## config.mk

```make
export PLATFORM = sky130hd
export DESIGN_NAME = serial_word_assembler
export DESIGN_NICKNAME = d
export VERILOG_FILES = /design/src/rtl/serial_word_assembler.sv
export SDC_FILE = /design/constraint.sdc
export NUM_CORES = 1
export LEC_CHECK = 0
export ABC_AREA = 1
export BUFFER_PORTS_ARGS = -buffer_cell sky130_fd_sc_hd__buf_2
export CORE_UTILIZATION = 60
export CTS_BUF_LIST = sky130_fd_sc_hd__clkbuf_4
export CTS_CLUSTER_DIAMETER = 150
export DETAILED_ROUTE_END_ITERATION = 10
export HOLD_SLACK_MARGIN = 0.06
export PLACE_DENSITY = 0.85
export SYNTH_ARGS = -nofsm -noshare
export SYNTH_HDL_FRONTEND = slang
export SYNTH_SLANG_ARGS = --single-unit
```

## constraint.sdc

```tcl
create_clock -name CLK -period 2 [get_ports CLK]
set_input_delay 0.4 -clock CLK [delete_from_list [all_inputs] [get_ports CLK]]
set_output_delay 0.4 -clock CLK [all_outputs]
set_load 0.1 [all_outputs]
```

## src/rtl/serial_word_assembler.sv

```systemverilog
// serial_word_assembler: MSB-first serial-to-parallel word assembler with a one-cycle LOAD strobe.
// Optional even-parity bit and ERR flag are enabled by defining SERIAL_WORD_PARITY_EN.
module serial_word_assembler #(
  parameter int N = 8
) (
  input  logic         CLK,
  input  logic         CLR,
  input  logic         START,
  input  logic         SIN,
  input  logic         SVALID,
  output logic [N-1:0] WORD,
  output logic         LOAD,
  output logic         BUSY,
  output logic         ERR
);
  localparam int CW = $clog2(N + 1);
  localparam logic [CW-1:0] last_idx = CW'(N - 1);
`ifdef SERIAL_WORD_PARITY_EN
  typedef enum logic [1:0] {IDLE, SHIFT, PARITY, DONE} state_t;
`else
  typedef enum logic [1:0] {IDLE, SHIFT, DONE} state_t;
`endif
  state_t st, nxt;
  logic [CW-1:0] cnt;
  logic [N-1:0] shreg, shifted;
  logic last_bit;
  assign shifted = {shreg[N-2:0], SIN};
  assign last_bit = SVALID && cnt == last_idx;
  assign LOAD = st == DONE;
`ifdef SERIAL_WORD_PARITY_EN
  assign BUSY = st == SHIFT || st == PARITY;
`else
  assign BUSY = st == SHIFT;
  assign ERR = 1'b0;
`endif
  always_comb begin
    nxt = st;
    unique case (st)
      IDLE:   nxt = START ? SHIFT : IDLE;
`ifdef SERIAL_WORD_PARITY_EN
      SHIFT:  nxt = last_bit ? PARITY : SHIFT;
      PARITY: nxt = SVALID ? DONE : PARITY;
`else
      SHIFT:  nxt = last_bit ? DONE : SHIFT;
`endif
      DONE:   nxt = START ? SHIFT : IDLE;
      default: nxt = IDLE;
    endcase
  end
  always_ff @(posedge CLK or posedge CLR) begin
    if (CLR) begin
      st <= IDLE;
      cnt <= '0;
      shreg <= '0;
      WORD <= '0;
`ifdef SERIAL_WORD_PARITY_EN
      ERR <= 1'b0;
`endif
    end else begin
      st <= nxt;
      if (nxt == SHIFT && st != SHIFT) cnt <= '0;
      else if (st == SHIFT && SVALID) begin
        shreg <= shifted;
        cnt <= cnt + 1'b1;
      end
`ifdef SERIAL_WORD_PARITY_EN
      // parity bit completes the frame; WORD loads even when the check fails
      if (st == PARITY && SVALID) begin
        WORD <= shreg;
        ERR <= ^{shreg, SIN};
      end
`else
      if (st == SHIFT && last_bit) WORD <= shifted;
`endif
    end
  end
endmodule
```

-- Word-level counts from Yosys, hierarchy flattened
Cells that the tools add are included.
- register bits: 21
- output and inout port bits: 11
- word-level logic and storage cells: 24
- add/sub/neg operators: 1
- eq/ne operators: 5
- multiplexer cells: 5
- bitwise operators: 1
- reduce and logical (&&, ||, !) cells: 8
- operators by type and width (kind ; number):
    4-bit two-way mux ; 2
    4-bit by 1-bit adder with 4-bit output (second input constant) ; 1
    2-bit by 1-bit == test with 1-bit output (second input constant) ; 2
    4-bit by 3-bit == test with 1-bit output (second input constant) ; 1
    1-bit logical AND ; 4
    2-bit one-hot mux with 2 select lines ; 1
    2-bit == test (second input constant) ; 1
    2-bit zero test ; 1
    2-bit two-way mux ; 1
    2-bit by 1-bit inequality test with 1-bit output (second input constant) ; 1
    2-bit AND reduction ; 1
    2-bit nonzero test ; 1
    2-bit OR reduction ; 1
    1-bit two-way mux ; 1
    1-bit NOT ; 1

-- Depth between registers and ports, before layout
- depth after elaboration: 8
- mapped depth: 7

-- Worst setup path after synthesis
Ideal clock, no wire load.
- kind: flip-flop to output port
- start: register st[0]
- end: output port LOAD
- arrival: 1.657 ns
- required time: 1.600 ns
- setup slack: -0.057 ns
- cell stages (with the launch flop): 2
- cell sequence: dfrtp_1 > nor2_1
- longest elaborated chain between the ends: 1
- ends and longest elaborated chain (what ; line ; RTL):
    start: declaration ; 23 ; state_t st, nxt;
    start signal: assignment ; 60 ; st <= nxt;
    2-bit == test ; 29 ; assign LOAD = st == DONE;
    end: declaration ; 12 ; output logic LOAD,
Every way passes these cells.

-- Worst setup path after layout
- start: register st[1]
- end: output port BUSY
- longest elaborated chain between the ends: 1
- ends and longest elaborated chain (what ; line ; RTL):
    2-bit by 1-bit == test with 1-bit output ; 33 ; assign BUSY = st == SHIFT;
    end: declaration ; 13 ; output logic BUSY,
Every way passes these cells.

==> results.toml <==
[status]
outcome = "completed"

[critical_path]
crit_path_start_kind = "flip-flop"
required_ns = 1.60
cpMaxStageDelayCell = "buf_2"
critPathTopFamily = "buffers and inverters"
cpPeakStageDelay_ns = 0.46
crit_fanout = 10
cp_num_buf_inv = 3
critical_path_class = "reg2out"
path_cells = "inv_1 -> nand2_1 -> inv_2 -> buf_2"
arrival_ns = 1.48
end_kind = "primary output"

[detailed_routing]
via_count = 686
drt_iter0_markers = 28
via_per_inst = 5.24
ant_nets = 0
drtPass1Iterations = 7
route.final.wire_length_um = 1570
drc = 0
wl_per_cell_um = 11.9

[die]
die_w_um = 40.3
core_area_sq_mm = 0.00133
num_rows = 13
start_util = 0.661
die_area_sq_mm = 0.00163
ioPinCount = 16
fp.dieH_um = 40.3

[clock_network]
cts.repair.resized = 0
cts_buffers = 3
hold_buffers = 0
postCtsSetupBuffers = 0
cts.path.max_buffers = 2
worstSkewPairLatency_ns = 0.30
ctsHtreeMaxLevel = 1
cts_tree = "built"
clkSinkCount = 21
ctsRootBufferMaster = "clkbuf_4"
path_clk_slew_ns = 0.11

[sta]
hold_viol_final = 0
setup_ws_ns = 0.122
worst_slew_pin_slew_ns = 0.766
setup_tns_ns = 0
slew_headroom = 0.489
rsz0062_at_grt = "no"
finalSetupViolCount = 0
fin_skew_ns = 0.00878
period_needed_ns = 1.88
final_max_slew_viol_count = 0
finalCritPeriodShare = 0.939
max_freq_ghz = 0.532

[grt]
grt_antenna_before_repair = 0
grt_pass1_vias = 565
grt_max_degree = 22
grt_pass1_wl_um = 2280
grtUsageTotal = 0.225
grt.overflow.total = 0

[place]
port_buffers = 14
dp_hpwl_um = 1090
gp_congestion = 0.712
postPlaceCellArea_sq_um = 968
pre_cts_ws_ns = 0.466

[logic_synthesis]
ys_seq_elements = 21
netlist_instances = 99
syn_avg_cell_area_sq_um = 8.91
synth_cell_types = 15
syn_nets = 105
yosysSeqAreaShare = 0.596
yosysWarnings = 0
synthesis.area_sq_um = 882

[cells_and_area]
fillers = 94
areaGrowthSynthToFinish_pct = 12.9
stdcell_area_sq_um = 996
drive_above_1_share = 0.207
final_nets = 123
antenna_cells = 0
fin_util = 0.747

[worst_hold_path]
hp-class = "in2async"

[run]
maxCapViolCount = 0
==> sequential cells by signal, summed over array words and instances, names as in the netlist <==
name and flops:
st 2, shreg 7, cnt 4, WORD 8
==> final timing paths <==
kind	from	endpoint	slack [ns]	cells past startpoint
setup / recovery	st[1]	BUSY	0.12	4
min in group CLK	SIN	shreg[0]	0.32	3
setup reg to reg	cnt[1]	WORD[3]	0.55	6
max in group asynchronous	CLR	shreg[5]	1.30	2
hold reg to reg	WORD[0]	WORD[0]	0.48	2
hold / removal	CLR	WORD[6]	0.22	2
==> worst register-to-register path, delay by kind of cell (launching register included) <==
family	cells	cell delay (ns)
adders and majority gates	1	0.20
DFF	1	0.39
and+or+nand+nor	5	0.75
==> layer usage <==
layer	vias to the layer above	share of wire	GRT usage	wire length, um
li1	343	-	-	-
met1	313	0.43	0.274	674
met2	25	0.50	0.377	790
met3	5	0.042	0.0333	65
met4	0	0.022	0.125	34
met5	-	0	0	0
==> layout make-up <==
class	count	area (sq um)	area share
clock inverter	1	5.00	0.00503
multi-input combinational	66	309	0.310
timing repair buffer	15	77.6	0.0779
inverter	10	37.5	0.0377
tap	15	18.8	0.0188
clock buffer	3	22.5	0.0226
sequential	21	526	0.528
==> cells by family (layout without fill, tap and decap cells) <==
kind of cell               after synthesis  after routing  synth area share
adders and majority gates                1              1            0.0142
DFF                                     21             21             0.596
other                                    1              1           0.00425
buffers and inverters                   12             29            0.0567
and+or+nand+nor                         56             56             0.279
AOI/OAI and AO/OA                        7              7            0.0397
xor gates and xnor gates                 1              1           0.00993
==> stage by stage <==
step           std cells  hold slack, ns
3_5_place_dp         127           0.453
5_1_grt              131           0.294
3_3_place_gp         127           0.448
6_report             131           0.215
4_1_cts              131           0.235
2_1_floorplan         99           0.377
==> layout by cell type, fill, tap and decap left out <==
cell type  Yosys  final
buf_2          1     14
buf_4          1      1
clkbuf_4       0      3
clkinv_1       1      1
clkinv_2       0      1
conb_1         1      1
dfrtp_1       21     21
ha_1           1      1
inv_1          7      7
inv_2          2      2
nand2_1       37     37
nand2_4        1      1
nand3_1       13     13
nor2_1         4      3
nor2_2         0      1
nor3_4         1      1
o21ai_0        7      7
xor2_1         1      1
==> cell usage after synthesis, drive strengths merged <==
| cell type | count | share of area |
|---|---|---|
| xor2 | 1 | 0.0099 |
| nand3 | 13 | 0.074 |
| dfrtp | 21 | 0.60 |
| nor2 | 4 | 0.017 |
| conb | 1 | 0.0043 |
| nand2 | 38 | 0.17 |
| clkinv | 1 | 0.0043 |
| nor3 | 1 | 0.018 |
| buf | 2 | 0.014 |
| inv | 9 | 0.038 |
| ha | 1 | 0.014 |
| o21ai | 7 | 0.040 |
Power is not shown: default switching activity piles up to over one toggle a cycle in this logic, so the estimate is an artifact.
